<file path="src/rtl/alu_decode_stage.sv">
// RV32I integer-ALU decode stage: turns an instruction word into the alu_32 control word
// behind a single-entry valid/ready output register with flush.
module alu_decode_stage (
    input  logic        clk,
    input  logic        rst_n,
    input  logic        in_valid,
    output logic        in_ready,
    input  logic [31:0] in_instr,
    input  logic [31:0] in_pc,
    input  logic        flush,
    output logic        out_valid,
    input  logic        out_ready,
    output logic [2:0]  out_uop,
    output logic        out_f7,
    output logic [4:0]  out_rs1,
    output logic [4:0]  out_rs2,
    output logic [4:0]  out_rd,
    output logic [31:0] out_imm,
    output logic        out_op2_imm,
    output logic        out_op1_pc,
    output logic        out_rd_we,
    output logic        out_illegal,
    output logic [31:0] out_pc
);

    localparam logic [6:0] OPC_OP    = 7'b0110011;
    localparam logic [6:0] OPC_OPIMM = 7'b0010011;
    localparam logic [6:0] OPC_LUI   = 7'b0110111;
    localparam logic [6:0] OPC_AUIPC = 7'b0010111;
    localparam logic [6:0] F7_ZERO   = 7'b0000000;
    localparam logic [6:0] F7_ALT    = 7'b0100000;

    typedef struct packed {
        logic [2:0]  uop;
        logic        f7;
        logic [4:0]  rs1;
        logic [4:0]  rs2;
        logic [4:0]  rd;
        logic [31:0] imm;
        logic        op2_imm;
        logic        op1_pc;
        logic        rd_we;
        logic        illegal;
    } ctrl_t;

    // Any encoding that fails its legality test collapses to an all-zero word with only illegal set.
    function automatic ctrl_t decode_instr(input logic [31:0] instr);
        ctrl_t              d;
        logic               legal;
        logic        [6:0]  opcode;
        logic        [2:0]  funct3;
        logic        [6:0]  funct7;
        logic signed [11:0] imm_i;
        logic signed [31:0] imm_sext;
        d        = '0;
        legal    = 1'b0;
        opcode   = instr[6:0];
        funct3   = instr[14:12];
        funct7   = instr[31:25];
        imm_i    = signed'(instr[31:20]);
        imm_sext = 32'(imm_i);
        case (opcode)
            OPC_OP: begin
                legal = (funct7 == F7_ZERO) ||
                        ((funct7 == F7_ALT) && ((funct3 == 3'b000) || (funct3 == 3'b101)));
                d.uop = funct3;
                d.f7  = instr[30];
                d.rs1 = instr[19:15];
                d.rs2 = instr[24:20];
                d.rd  = instr[11:7];
            end
            OPC_OPIMM: begin
                case (funct3)
                    3'b001:  legal = (funct7 == F7_ZERO);
                    3'b101:  legal = (funct7 == F7_ZERO) || (funct7 == F7_ALT);
                    default: legal = 1'b1;
                endcase
                d.uop     = funct3;
                d.f7      = (funct3 == 3'b101) ? instr[30] : 1'b0;
                d.rs1     = instr[19:15];
                d.rd      = instr[11:7];
                d.op2_imm = 1'b1;
                if ((funct3 == 3'b001) || (funct3 == 3'b101))
                    d.imm = {27'b0, instr[24:20]};
                else
                    d.imm = imm_sext;
            end
            OPC_LUI, OPC_AUIPC: begin
                legal     = 1'b1;
                d.rd      = instr[11:7];
                d.op2_imm = 1'b1;
                d.op1_pc  = (opcode == OPC_AUIPC);
                d.imm     = {instr[31:12], 12'b0};
            end
            default: legal = 1'b0;
        endcase
        if (legal) begin
            d.rd_we = (d.rd != 5'd0);
        end else begin
            d         = '0;
            d.illegal = 1'b1;
        end
        return d;
    endfunction

    ctrl_t       ctrl_p0;
    logic [31:0] pc_p0;
    logic        vld_p0;
    logic        accept;
    ctrl_t       dec;

    assign in_ready = rst_n & ~flush & (~vld_p0 | out_ready);
    assign accept   = in_valid & in_ready;
    assign dec      = decode_instr(in_instr);

    // ---- stage p0: output register ----
    always_ff @(posedge clk) begin
        if (!rst_n) begin
            vld_p0  <= 1'b0;
            ctrl_p0 <= '0;
            pc_p0   <= '0;
        end else if (flush) begin
            vld_p0 <= 1'b0;
        end else if (accept) begin
            vld_p0  <= 1'b1;
            ctrl_p0 <= dec;
            pc_p0   <= in_pc;
        end else if (out_ready) begin
            vld_p0 <= 1'b0;
        end
    end

    assign out_valid   = vld_p0;
    assign out_uop     = ctrl_p0.uop;
    assign out_f7      = ctrl_p0.f7;
    assign out_rs1     = ctrl_p0.rs1;
    assign out_rs2     = ctrl_p0.rs2;
    assign out_rd      = ctrl_p0.rd;
    assign out_imm     = ctrl_p0.imm;
    assign out_op2_imm = ctrl_p0.op2_imm;
    assign out_op1_pc  = ctrl_p0.op1_pc;
    assign out_rd_we   = ctrl_p0.rd_we;
    assign out_illegal = ctrl_p0.illegal;
    assign out_pc      = pc_p0;

endmodule

</file>
<file path="config.mk">
export PLATFORM = sky130hd
export DESIGN_NAME = alu_decode_stage
export DESIGN_NICKNAME = d
export VERILOG_FILES = /design/src/rtl/alu_decode_stage.sv
export SDC_FILE = /design/constraint.sdc
export NUM_CORES = 1
export LEC_CHECK = 0
export BUFFER_PORTS_ARGS = -buffer_cell sky130_fd_sc_hd__clkbuf_2
export CAP_MARGIN = 20
export CELL_PAD_IN_SITES_DETAIL_PLACEMENT = 0
export CELL_PAD_IN_SITES_GLOBAL_PLACEMENT = 1
export CORE_MARGIN = 2
export CORE_UTILIZATION = 33
export DETAILED_ROUTE_END_ITERATION = 10
export MAX_ROUTING_LAYER = met4
export PLACE_DENSITY_LB_ADDON = 0.1
export SLEW_MARGIN = 20
export SYNTH_ARGS = -nofsm -noshare
export SYNTH_HDL_FRONTEND = slang
export SYNTH_SLANG_ARGS = --single-unit
</file>
<file path="constraint.sdc">
create_clock -name clk -period 2.1 [get_ports clk]
set_clock_uncertainty 0.2 [all_clocks]
set_input_delay 0.42 -clock clk [delete_from_list [all_inputs] [get_ports clk]]
set_output_delay 0.42 -clock clk [all_outputs]
set_load 0.02 [all_outputs]
</file>
# --- After elaboration in Yosys (flattened, before gate mapping) ---
# Index checks and enable logic that the tools add are counted.
totals:
  in_bits: 69
  elab_cells: 53
  ff_bits: 88
  output_inout_bits: 89
classes:
  n_bitwise: 7
  n_eq_ne: 7
  muxes: 14
  reduce_logical: 13
op_table:
  columns: ["op", "count"]
  rows:
  - ["$pmux 33 s2", 1]
  - ["$mux 53", 1]
  - ["$mux 32", 1]
  - ["$eq 7x6->1 const B", 3]
  - ["$pmux 9 s2", 1]
  - ["$eq 7x5->1 const B", 2]
  - ["$mux 5", 2]
  - ["$logic_not 7->1", 1]
  - ["$mux 1", 6]
  - ["$reduce_bool 5->1", 1]
  - ["$logic_or 1x1->1", 4]
  - ["$reduce_or 2->1", 2]
  - ["$reduce_or 4->1", 1]
  - ["$and 1x1->1", 3]
  - ["$eq 3x1->1 const B", 1]
  - ["$eq 3x3->1 const B", 1]
  - ["$logic_not 3->1", 1]
  - ["$not 1->1", 3]
  - ["$pmux 1 s3", 1]
  - ["$pmux 1 s2", 1]
  - ["$reduce_and 2->1", 1]
  - ["$reduce_bool 2->1", 1]
  - ["$logic_and 1x1->1", 1]
  - ["$or 1x1->1", 1]

# --- Depth between registers and ports, before layout ---
depth:
  ltp_word: 6
  mapped_depth: 7
  mapped_depth_nobuf: 5

# --- Worst setup path after synthesis ---
# No wires, ideal clock.
synth_timing:
  path_kind: "input -> register"
  from: "in in_instr[25]"
  to: "reg ctrl_p0, in the netlist out_f7"
  setup_time_ns: 0.060
  n_path_buf: 0
  slack_ns: 0.091
  t_arrival_ns: 1.749
  t_required_ns: 1.840
  stages: 4
  cell_sequence: "or4_4 > o32a_4 > nor4_4 > a22o_1"
synth_via:
  elab_chain_len: 5
  word_cells_on_any_way: 8
  classes_between: "eq/ne: 1; mux: 3; reduce/logical: 4"
synth_lines:
  columns: ["item", "line", "text"]
  rows:
  - ["from (decl)", "8", "input logic [31:0] in_instr,"]
  - ["$eq 7x6->1 / $logic_not 7->1 (equally long branches)", null, null]
  - ["$logic_or 1x1->1 / $logic_and 1x1->1 (equally long branches)", "75, 65", null]
  - ["$pmux 1 s2 / $logic_or 1x1->1 (equally long branches)", "73, 64", null]
  - ["$pmux 1 s3 (*)", "62", "case (opcode)"]
  - ["$mux 53 (*)", "97", "if (legal) begin"]
  - ["to (signal assigned)", "120", "ctrl_p0 <= '0;"]
  - ["to (signal assigned)", "126", "ctrl_p0 <= dec;"]
  - ["to (decl)", "106", "ctrl_t ctrl_p0;"]
# Every way passes the cells marked *; elsewhere a longest branch is shown, timed or not.
# A chain may end at the register's enable or synchronous reset.

# --- Worst setup path after layout ---
layout_timing:
  from: "in rst_n"
  to: "out in_ready"
layout_via:
  elab_chain_len: 2
layout_lines:
  columns: ["item", "line", "text"]
  rows:
  - ["from (decl)", "5", "input logic rst_n,"]
  - ["$and 1x1->1 (2 in a row)", "112", "assign in_ready = rst_n & ~flush & (~vld_p0 | out_ready);"]
  - ["to (decl)", "7", "output logic in_ready,"]
# No other way between the ends.

==> metrics.md <==
| Metric | Value |
|---|---|
| Run status | `finished clean` |
| Number of hold-slack violations in the final timing report | `0` |
| Proportion of power drawn by the clock network | `37.9%` |
| Final antenna diode count | `0` |
| Period Utilization, post-route | `89.6%` |
| Standard-cell rows | `36` |
| Comb pwr share | `9.4%` |
| Die Footprint | `10900 um^2` |
| Largest fanout of any net on the critical path | `43` |
| Slew @ Worst Pin | `0.419 ns` |
| Crit path buffers/inverters | `3` |
| Type of origin of the critical path | `input port` |
| Area added between synthesis and finish | `36.4%` |
| Cell Int Power | `2.44 mW` |
| Final count of negative-setup-slack endpoints | `0` |
| Switching fraction of total power | `24.5%` |
| Wire length of the first global-routing pass | `14300 um` |
| Share of the yosys chip area belonging to registers | `52.9%` |
| Number of optimization iterations in the first detailed-route pass | `4` |
| Worst-case headroom to the max-slew limit | `72.1%` |
| H-tree depth reported by CTS | `3` |
| Lkg Pwr | `2.13 nW` |
| Post-route antenna net violation count | `0` |
| Top cells by area in the synthesized netlist | `sky130_fd_sc_hd__dfxtp_1 53%, sky130_fd_sc_hd__nand2_1 9.3%, sky130_fd_sc_hd__a22o_1 8.1%` |
| Endpoint kind of the worst setup timing path | `output port` |
| Maximum number of pins on one net before global-route repair | `49` |
| Number of design-rule violations left by the first detailed-router iteration | `82` |
| Data required time of the worst path | `1.48 ns` |
| Hold-fix buffer count after cts | `0` |
| Sequential power share | `52.8%` |
| Synth cell types | `35` |
| RSZ-0062 raised after global routing | `false` |
| Initial standard-cell utilization of the core | `34.1%` |
| Die width | `105 um` |
| Worst path slowest cell | `sky130_fd_sc_hd__buf_4` |
| Post-cts sizing count | `0` |
| Synthesized area | `3330 um^2` |
| Synthesized Nets | `419` |
| Clock transition at the register clock pins on the worst setup and hold paths after CTS | `0.09 ns` |
| Number of buffers inserted during clock tree synthesis | `9` |
| Worst EP arrival | `1.26 ns` |
| Remaining design rule violation count | `0` |
| Number of nets in the final layout | `583` |
| CTS tree | `built` |
| Gate family responsible for the most delay along the worst path | `buffers and inverters` |
| Non-filler instance count after layout | `652` |
| Routability-driven placement congestion ratio | `0.803` |
| Chip height | `105 um` |
| Top cell type by total area after synthesis | `sky130_fd_sc_hd__dfxtp_1` |
| GR Util All Layers | `16.6%` |
| Net switching power | `0.794 mW` |
| Fin. max-slew vios | `0` |
| Count of filler cells inserted in the layout | `1011` |
| Pwr Density | `712 nW/um^2` |
| Mean instance size in the synthesized netlist | `9.52 um^2` |
| Core region area | `9770 um^2` |
| Synthesis-stage register bit count | `88` |
| Synth warnings | `0` |
| Top-Level Pins | `158` |
| CP Cell Sequence | `clkbuf_2, buf_4, nand2b_1, nor2_1, clkbuf_2` |
| Overall power consumption | `3.24 mW` |
| Share of the core filled with cells in the final layout | `46.5%` |
| Cell with the most instances on the worst path | `sky130_fd_sc_hd__clkbuf_2` |
| Clk root buf | `sky130_fd_sc_hd__clkbuf_8` |
| Total gr overflow | `0` |
| Post-detailed-routing wire length | `8820 um` |
| Share of the synthesized area in the top cell type | `52.9%` |
| Clock latency reported for the late side of the worst-skew pair | `0.34 ns` |
| Path type of the worst min-delay path | `in -> reg` |
| VDD IR-drop max | `0.000421 V` |
| Wire per inst | `13.5 um` |
| Minimum setup slack among reg-to-reg paths | `0.38 ns` |
| Vias after detailed routing | `2996` |
| Gate count of the mapped netlist | `350` |
| Max Fclk | `531 MHz` |
| Maximum count of clock buffers along a single path | `2` |
| Total instance count after detailed placement | `636` |
| Critical path start-end classification | `in -> out` |
| Max incr delay on CP | `0.35 ns` |
| Tmin final | `1.88 ns` |
| Estimated wirelength of the detail-placed design | `6390 um` |
| Antenna violations before repair | `0` |
| Number of vias per cell | `4.60` |
| Max-capacitance violation count | `0` |
| Post-CTS setup buffer count | `0` |
| Proportion of layout cells with a drive suffix above 1 | `39.9%` |
| # clock sinks | `88` |
| Number of global-route vias before repair | `2961` |
| Port Buf Inserts | `157` |
[Yosys cell counts, drive strengths merged]
master / instances
or4: 1
o31ai: 1
nand4: 1
nor3: 4
a22oi: 2
o21a: 1
o211a: 2
nand2b: 4
and3: 1
nor4b: 1
nand2: 84
a21o: 9
clkbuf: 16
nor4: 4
a21oi: 25
o32a: 1
or2: 1
dfxtp: 88
a21boi: 32
buf: 7
a22o: 32
nand3: 2
o21ai: 12
nor2: 6
and2: 4
nor2b: 8
a211oi: 1
[cells in the final DEF, fill, tap and decap left out, types with 3 or more instances in the layout]
cell type / instances
sky130_fd_sc_hd__clkbuf_2: 157
sky130_fd_sc_hd__nand2_1: 83
sky130_fd_sc_hd__o21ai_1: 6
sky130_fd_sc_hd__clkbuf_8: 11
sky130_fd_sc_hd__nor2b_1: 8
sky130_fd_sc_hd__buf_4: 18
sky130_fd_sc_hd__nor2_1: 6
sky130_fd_sc_hd__a21boi_0: 32
sky130_fd_sc_hd__nand2b_1: 4
sky130_fd_sc_hd__o21ai_0: 6
sky130_fd_sc_hd__a21o_1: 9
sky130_fd_sc_hd__dfxtp_1: 88
sky130_fd_sc_hd__a21oi_1: 25
sky130_fd_sc_hd__nor4_4: 3
sky130_fd_sc_hd__and2_1: 3
sky130_fd_sc_hd__a22o_1: 31
[flip-flops by register name, summed over array words and instances (netlist names)]
| register | count |
|---|---|
| out_f7 | 1 |
| out_illegal | 1 |
| out_imm | 32 |
| out_op1_pc | 1 |
| out_op2_imm | 1 |
| out_pc | 32 |
| out_rd | 5 |
| out_rd_we | 1 |
| out_rs1 | 5 |
| out_rs2 | 5 |
| out_uop | 3 |
| out_valid | 1 |
[per-layer routing]
metal	global-route usage (%)	up-vias	wire [um]
li1	-	1547	-
met2	27.5	87	4370
met3	4.64	6	521
met4	5.21	0	60
met1	19.4	1356	3870
met5	-	-	0
[worst paths after layout]
check	startpoint	to	cells after the start
max	rst_n	in_ready	5
min	in_pc[12]	out_pc[12]$_SDFFE_PN0P_	3
max reg2reg	out_valid$_SDFFE_PP0P_	out_rs1[3]$_SDFFE_PN0P_	6
min reg2reg	out_imm[18]$_SDFFE_PN0P_	out_imm[18]$_SDFFE_PN0P_	2
[layout make-up]
cell class                 count  area (um^2)  share of cell area, %
clock buffer                  11          151                   3.33
sequential                    88         1760                   38.7
clock inverter                 5         62.6                   1.38
multi-input combinational    239         1470                   32.2
timing repair buffer         176          941                   20.7
tap                          133          166                   3.66
[stage by stage]
stage | TNS (ns) | instance area, um^2 | hold WS (ns) | setup slack [ns]
2_1_floorplan | 0 | 3330 | 0.325 | 0.0910
3_3_place_gp | -1.78 | 4330 | 0.237 | -0.129
3_5_place_dp | -2.52 | 4330 | 0.241 | -0.140
4_1_cts | 0 | 4550 | 0.0617 | 0.178
5_1_grt | 0 | 4550 | 0.0759 | 0.106
6_report | 0 | 4550 | 0.0878 | 0.218
[worst min-delay path, delay by kind of cell]
family                 cells  cell delay, ns
AOI/OAI and AO/OA          1            0.06
buffers and inverters      1            0.08
and+or+nand+nor            1            0.04
[power by group through the flow]
stage / registers [mW] / logic (mW) / clock network [mW]
global route: 1.71 / 0.334 / 1.34
detailed placement: 1.75 / 0.308 / 0
floorplan: 1.78 / 0.120 / 0
global placement: 1.75 / 0.307 / 0
CTS: 1.71 / 0.309 / 1.28
finish: 1.71 / 0.303 / 1.23
[logic make-up (layout without fill, tap and decap cells)]
| logic type | count (synthesis) | count (layout) | synth area share, % |
|---|---|---|---|
| buffers and inverters | 23 | 192 | 3.27 |
| flip-flops | 88 | 88 | 52.9 |
| AND/OR/NAND/NOR | 121 | 121 | 18.2 |
| AO/OA/AOI/OAI | 118 | 118 | 25.7 |
Note: power is estimated with default switching activity, not from simulation.
